===== src/rtl/pipe_hazard_seq.sv =====
// ============================================================================
// Module  : pipe_hazard_seq
// Brief   : Stall/flush sequencer for a 5-stage RV32 pipeline with redirect,
//           load-use, multi-cycle execute and data-memory wait handling.
// Revision: 1.0
// ============================================================================
`default_nettype none

module pipe_hazard_seq #(
  parameter int CNT_W      = 32,
  parameter int EX_TIMEOUT = 64,
  parameter int TO_W       = 7
) (
  input  logic             clk,
  input  logic             rst_n,
  input  logic [2:0]       pc_src,
  input  logic             load_use,
  input  logic             ex_start,
  input  logic             ex_done,
  input  logic             mem_req,
  input  logic             mem_ack,
  input  logic             ctr_clr,
  output logic             stall_f,
  output logic             stall_d,
  output logic             stall_e,
  output logic             stall_m,
  output logic             flush_d,
  output logic             flush_e,
  output logic             flush_m,
  output logic [1:0]       busy_state,
  output logic             ex_timeout_err,
  output logic [CNT_W-1:0] redirect_cnt,
  output logic [CNT_W-1:0] stall_cnt
);

  typedef enum logic [1:0] {
    ST_RUN      = 2'b00,
    ST_EX_WAIT  = 2'b01,
    ST_MEM_WAIT = 2'b10
  } state_t;

  localparam logic [TO_W-1:0]  C_TO_LAST = TO_W'(EX_TIMEOUT - 1);
  localparam logic [TO_W-1:0]  C_TO_ONE  = TO_W'(1);
  localparam logic [CNT_W-1:0] C_CNT_ONE = CNT_W'(1);
  localparam logic [CNT_W-1:0] C_CNT_MAX = '1;

  state_t           state_q, state_d;
  logic [TO_W-1:0]  to_q, to_d;
  logic             err_q, err_d;
  logic [CNT_W-1:0] redir_cnt_q, redir_cnt_d;
  logic [CNT_W-1:0] stall_cnt_q, stall_cnt_d;

  logic w_major;
  logic w_minor;
  logic w_eval;
  logic w_redir;

  assign w_major = (pc_src == 3'b010) || (pc_src == 3'b011) || (pc_src == 3'b101);
  assign w_minor = (pc_src == 3'b001);

  always_ff @(posedge clk or negedge rst_n) begin
    if (!rst_n) begin
      state_q     <= ST_RUN;
      to_q        <= '0;
      err_q       <= 1'b0;
      redir_cnt_q <= '0;
      stall_cnt_q <= '0;
    end else begin
      state_q     <= state_d;
      to_q        <= to_d;
      err_q       <= err_d;
      redir_cnt_q <= redir_cnt_d;
      stall_cnt_q <= stall_cnt_d;
    end
  end

  always_comb begin
    state_d = state_q;
    to_d    = to_q;
    err_d   = err_q;
    w_eval  = 1'b0;
    w_redir = 1'b0;
    stall_f = 1'b0;
    stall_d = 1'b0;
    stall_e = 1'b0;
    stall_m = 1'b0;
    flush_d = 1'b0;
    flush_e = 1'b0;
    flush_m = 1'b0;

    case (state_q)
      ST_RUN: begin
        if (mem_req && !mem_ack) begin
          {stall_f, stall_d, stall_e, stall_m} = 4'b1111;
          state_d = ST_MEM_WAIT;
        end else if (ex_start) begin
          {stall_f, stall_d, stall_e} = 3'b111;
          flush_m = 1'b1;
          to_d    = '0;
          state_d = ST_EX_WAIT;
        end else begin
          w_eval = 1'b1;
        end
      end
      ST_EX_WAIT: begin
        if (ex_done) begin
          w_eval  = 1'b1;
          state_d = ST_RUN;
        end else if (to_q == C_TO_LAST) begin
          // Hung unit: release the pipe and drop the op sitting in E.
          flush_e = 1'b1;
          err_d   = 1'b1;
          state_d = ST_RUN;
        end else begin
          {stall_f, stall_d, stall_e} = 3'b111;
          flush_m = 1'b1;
          to_d    = to_q + C_TO_ONE;
        end
      end
      ST_MEM_WAIT: begin
        {stall_f, stall_d, stall_e, stall_m} = 4'b1111;
        if (mem_ack) begin
          state_d = ST_RUN;
        end
      end
      default: begin
        state_d = ST_RUN;
      end
    endcase

    if (w_eval) begin
      if (w_major) begin
        flush_d = 1'b1;
        flush_e = 1'b1;
        w_redir = 1'b1;
      end else if (w_minor) begin
        flush_e = 1'b1;
        w_redir = 1'b1;
        if (load_use) begin
          stall_f = 1'b1;
          stall_d = 1'b1;
        end
      end else if (load_use) begin
        stall_f = 1'b1;
        stall_d = 1'b1;
        flush_e = 1'b1;
      end
    end

    if (!rst_n) begin
      {stall_f, stall_d, stall_e, stall_m} = 4'b0000;
      {flush_d, flush_e, flush_m}          = 3'b111;
      w_redir = 1'b0;
    end

    redir_cnt_d = redir_cnt_q;
    if (ctr_clr) begin
      redir_cnt_d = '0;
    end else if (w_redir && (redir_cnt_q != C_CNT_MAX)) begin
      redir_cnt_d = redir_cnt_q + C_CNT_ONE;
    end

    stall_cnt_d = stall_cnt_q;
    if (ctr_clr) begin
      stall_cnt_d = '0;
    end else if (stall_f && (stall_cnt_q != C_CNT_MAX)) begin
      stall_cnt_d = stall_cnt_q + C_CNT_ONE;
    end
  end

  assign busy_state     = state_q;
  assign ex_timeout_err = err_q;
  assign redirect_cnt   = redir_cnt_q;
  assign stall_cnt      = stall_cnt_q;

endmodule

`default_nettype wire


===== config.mk =====
export PLATFORM = sky130hd
export DESIGN_NAME = pipe_hazard_seq
export DESIGN_NICKNAME = d
export VERILOG_FILES = /design/src/rtl/pipe_hazard_seq.sv
export SDC_FILE = /design/constraint.sdc
export NUM_CORES = 1
export LEC_CHECK = 0
export CAP_MARGIN = 20
export CORE_UTILIZATION = 55
export CTS_CLUSTER_DIAMETER = 100
export DETAILED_ROUTE_END_ITERATION = 10
export GPL_TIMING_DRIVEN = 0
export PLACE_DENSITY_LB_ADDON = 0.25
export RECOVER_POWER = 25
export SKIP_LAST_GASP = 1
export SYNTH_ARGS = -nofsm -noshare
export SYNTH_HDL_FRONTEND = slang
export SYNTH_SLANG_ARGS = --single-unit

===== constraint.sdc =====
create_clock -name clk -period 6.83 [get_ports clk]
set_clock_uncertainty 0.1 [all_clocks]
set_input_delay 2.049 -clock clk [delete_from_list [all_inputs] [get_ports clk]]
set_output_delay 2.049 -clock clk [all_outputs]
set_load 0.005 [all_outputs]

* Yosys cells after proc, flatten, opt, wreduce, memory -nomap -nowiden *
Cells that the tools add are included.

storage, ports and cells
  bits in registers = 74
  latch bits = 0
  RAM bits = 0
  ROM bits = 0
  bits of input ports = 11
  output and inout port bits = 74
  logic and storage cells = 88
  memories kept = 0

cells by class
  $add $sub $neg = 3
  multiply operators = 0
  div/mod/pow operators = 0
  $lt $le $gt $ge = 0
  eq/ne operators = 16
  shift operators = 0
  multiplexer cells = 50
  bitwise operators = 1
  reduce and logical (&&, ||, !) cells = 13

operators by type and width
  kind                                                 count
  two-way mux 32 bit                                   4
  adder 32 x 1 -> 32 bit, second input constant        2
  != test 32 bit, second input constant                2
  two-way mux 1 bit                                    31
  two-way mux 7 bit                                    4
  one-hot mux 7 bit (2 select lines)                   1
  two-way mux 2 bit                                    5
  != test 2 bit, second input constant                 5
  adder 7 x 1 -> 7 bit, second input constant          1
  equality test 7 x 6 -> 1 bit, second input constant  1
  equality test 3 x 2 -> 1 bit, second input constant  2
  != test 3 bit, second input constant                 2
  one-hot mux 1 bit (2 select lines)                   3
  one-hot mux 2 bit (3 select lines)                   1
  AND reduction 3 bit                                  2
  nonzero test 2 bit                                   3
  AND reduction 5 bit                                  1
  equality test 3 x 1 -> 1 bit, second input constant  1
  equality test 3 bit, second input constant           1
  logical AND 1 bit                                    3
  one-hot mux 1 bit (3 select lines)                   1
  equality test 2 x 1 -> 1 bit, second input constant  1
  equality test 2 bit, second input constant           1
  logical NOT 2 bit                                    1
  other kinds (3)                                      4

* Logic depth before layout (Yosys ltp) *
  depth after elaboration = 11
  gate-level depth with buffers = 11
  mapped depth without buffers = 8

* Worst setup path before layout *
Ideal clock, no wire load.

  path type = input -> output
  from = in mem_req
  to = out stall_f
  arrival = 3.414 ns
  required time = 4.681 ns
  slack = 1.267 ns
  stages = 7
  buffers on the path = 3
  cells stage by stage = nor2b_1 -> o31ai_1 -> and4bb_2 -> or2_2 -> clkbuf_2 -> buf_2 -> buf_4

on the way
  cells in the longest elaborated chain, start to end = 7
  elaborated cells between the ends (all ways) = 9
  classes of those cells = mux (8); reduce/logical (1)

RTL lines
  what                                 line  RTL
  start, declared                      20    input logic mem_req,
  logical AND 1 bit (*)                93    if (mem_req && !mem_ack) begin
  two-way mux 1 bit                    n/a
  one-hot mux 1 bit (3 select lines)   n/a
  two-way mux 1 bit (2 in series)      n/a
  two-way mux 1 bit (*) (2 in series)  n/a
  end, declared                        23    output logic stall_f,

Mark *: on every way between the ends. The rest lies on a longest branch, timed or not.

* Final worst setup path *
  from = in mem_req
  to = out stall_f

on the way
  cells in the longest elaborated chain, start to end = 7
  elaborated cells between the ends (all ways) = 9
  classes of those cells = mux (8); reduce/logical (1)

RTL lines
  what                                line      RTL
  logical AND 1 bit (*)               93
  two-way mux 1 bit                   93
  one-hot mux 1 bit (3 select lines)  91        case (state_q)
  two-way mux 1 bit                   139, 143
  two-way mux 1 bit                   132       if (w_major) begin
  two-way mux 1 bit (*)               131       if (w_eval) begin
  two-way mux 1 bit (*)               150       if (!rst_n) begin

Marked as above.

==> results.ini <==
[placed_design]
postPlaceCellArea_um2 = 4930
dp_hpwl_um = 6420
gp_congestion = 0.874
io_buffers = 84
dp_slack_ns = -0.0140

[flow_run]
maxCapViolations = 1

[timing]
setup_viol = 0
min_period_ns = 6.64
fmax_ghz = 0.151
worst_slew_pin_slew_ns = 2.42
hold_viol_final = 0
rsz0062_at_grt = no
max_slew_margin_pct = -61.3
slew_viol_final = 47
fin_crit_sh_pct = 97.2
setup_ws_ns = 0.193

[setup_path]
worstSetupStartpointType = input port
criticalPathCategory = input port to output port
cp_data_required_time_ns = 4.68
path_max_fanout = 11
endpoint_kind = output port
arrival_ns = 4.49

[cts]
cts_buffers = 9
tritoncts = done
clock_path_buffers = 2
clkLatencyLatePin_ns = 0.34
htreeDepth = 3
clockRootBuffer = clkbuf_8
cts_sinks = 74
clk_pin_slew_ns = 0.07

[yosys]
synth-main-ff-cell = dfrtp_1
ys_ff_latch = 74
synth_edf_count = 0
async_reset_ff_share_pct = 100
synth_cell_types = 47
syn_area_um2 = 3950
seq_area_frac_synth_pct = 46.9
syn_nets = 444
yosys_warnings = 0
synthCells = 430
syn_avg_cell_area_um2 = 9.18

[route]
ant_nets = 0
wirelength_um = 8760
vias = 3461
wire_per_inst_um = 13.9
via_per_inst = 5.51
first_pass_iters = 4
drt_iter0_markers = 182
drc_errors = 0

[global_routing]
antenna_found_initial = 0
gr-usage-all-layers_pct = 24.9
grt_first_pass_wirelength_um = 14700
grt_pass1_vias = 3165
grt_max_degree = 47
gr-total-overflow = 0

[die]
die_area_um2 = 7520
initial_core_util_pct = 57.5
die_w_um = 86.7
placementRows = 30
core_um2 = 6870
die_h_um = 86.7
design.portCount = 85

[layout]
layout.nets = 541
regArea_um2 = 1850
antenna_cells = 0
post-route-util_pct = 74.5
drive_gt1_share_pct = 7.52
design_area_um2 = 5120
fillCellCount = 525
syn2layout_area_growth_pct = 29.6
multi_input_area_um2 = 2000

[hold_path]
hp-class = flip-flop to flip-flop

[power_and_ir_drop]
p_leak_nw = 2.09
ir_drop_mv = 0.105
power-per-cell-area_nw_per_um2 = 175

[run_status]
failed_checks = max-capacitance violations, max-slew violations
status = finished with violations

==> state kept, by name, indices dropped and copies added, names as in the netlist <==
register and cells:
redirect_cnt 32, to_q 7, stall_cnt 32, ex_timeout_err 1
busy_state 2
==> per-stage QoR <==
| stage | TNS [ns] | hold WS (ns) | instances | total power [mW] |
|---|---|---|---|---|
| after global placement | -18.21 | 0.392 | 610 | 0.559 |
| after global routing | 0 | 0.447 | 628 | 0.929 |
| after CTS | 0 | 0.417 | 627 | 0.901 |
| after floorplan | 0 | 0.368 | 430 | 0.511 |
| final | 0 | 0.421 | 628 | 0.893 |
| after detailed placement | -0.0140 | 0.394 | 611 | 0.562 |
==> metal layers <==
layer  up-vias  wire (um)  global-route usage (%)
li1       1682          -                       -
met1      1663       4030                    34.3
met2       108       4090                    39.9
met3         8        552                    4.67
met4         0         82                    8.18
met5         -          0                       0
==> layout by cell type (no fill, tap or decap), types with 10 or more instances in the layout <==
cell type,instances
a21oi_1,11
and3_1,17
clkbuf_1,12
clkbuf_8,10
clkdlybuf4s50_1,83
dfrtp_1,74
nand2_1,34
nand3_1,33
nand4_1,17
nor2_1,78
nor3_1,13
xnor2_1,19
xor2_1,39
==> cell families (layout without fill, tap and decap cells) <==
group / count (synthesis) / in the layout / synth area share, %
simple gates: 242 / 242 / 31.8
flops: 74 / 74 / 46.9
xor+xnor: 58 / 58 / 12.9
compound gates: 28 / 28 / 4.34
buf+inv: 23 / 125 / 2.53
fa+ha+maj: 3 / 3 / 0.951
mux: 2 / 2 / 0.570
==> final timing paths <==
path                       slack (ns)  cells after the start                       start                           to
min                              0.42                      1  ex_timeout_err$_DFFE_PN0P_   ex_timeout_err$_DFFE_PN0P_
min reg2reg                      0.42                      1  ex_timeout_err$_DFFE_PN0P_   ex_timeout_err$_DFFE_PN0P_
max                              0.19                      9                     mem_req                      stall_f
max reg2reg                      4.15                     10    stall_cnt[0]$_DFFE_PN0P_    stall_cnt[23]$_DFFE_PN0P_
max in group asynchronous        2.48                      2                       rst_n  redirect_cnt[2]$_DFFE_PN0P_
min in group asynchronous        1.53                      1                       rst_n    stall_cnt[12]$_DFFE_PN0P_
==> timing repair <==
action	4_1_cts	5_1_grt
endpoints found under the setup margin	1	0
hold buffers	0	0
setup buffers	0	0
resized for setup	1	0
==> worst max-delay path, cell delays in order <==
cell	delay, ns
clkdlybuf4s50_1	0.41
nor2b_1	0.17
o31ai_2	0.41
and4bb_2	0.32
or2_2	0.11
clkbuf_2	0.15
buf_2	0.25
buf_4	0.14
clkdlybuf4s50_1	0.48
==> cells in the mapped netlist (3+ instances only) <==
master	instances	area, um2
and3_1	17	106
nand4_1	17	106
and2_1	5	31.3
a21oi_1	11	55.1
nor3_1	13	65.1
o21ai_0	9	45.0
inv_1	4	15.0
or3_1	6	37.5
and4_1	6	52.6
nand3_1	33	165
o31ai_1	3	22.5
xor2_1	39	342
or2_2	3	18.8
ha_1	3	37.5
nor2_1	78	293
xnor2_1	19	166
buf_2	7	35.0
clkbuf_1	9	33.8
nand2_1	34	128
dfrtp_1	74	1850
nor3b_1	5	37.5
==> final cells by class <==
class | count | area share, %
flip-flops and latches | 74 | 36.2
plain buffers | 19 | 1.66
inverters | 4 | 0.293
multi-input cells | 333 | 39.1
clock buffers | 12 | 2.84
repair buffers | 86 | 16.6
well taps | 96 | 2.35
clock inverters | 4 | 1.00
==> where the power goes <==
group          internal [mW]  switching [mW]
Sequential             0.447          0.0114
Combinational         0.0437          0.0509
Clock                  0.179           0.161
(Power assumes the default switching activity.)
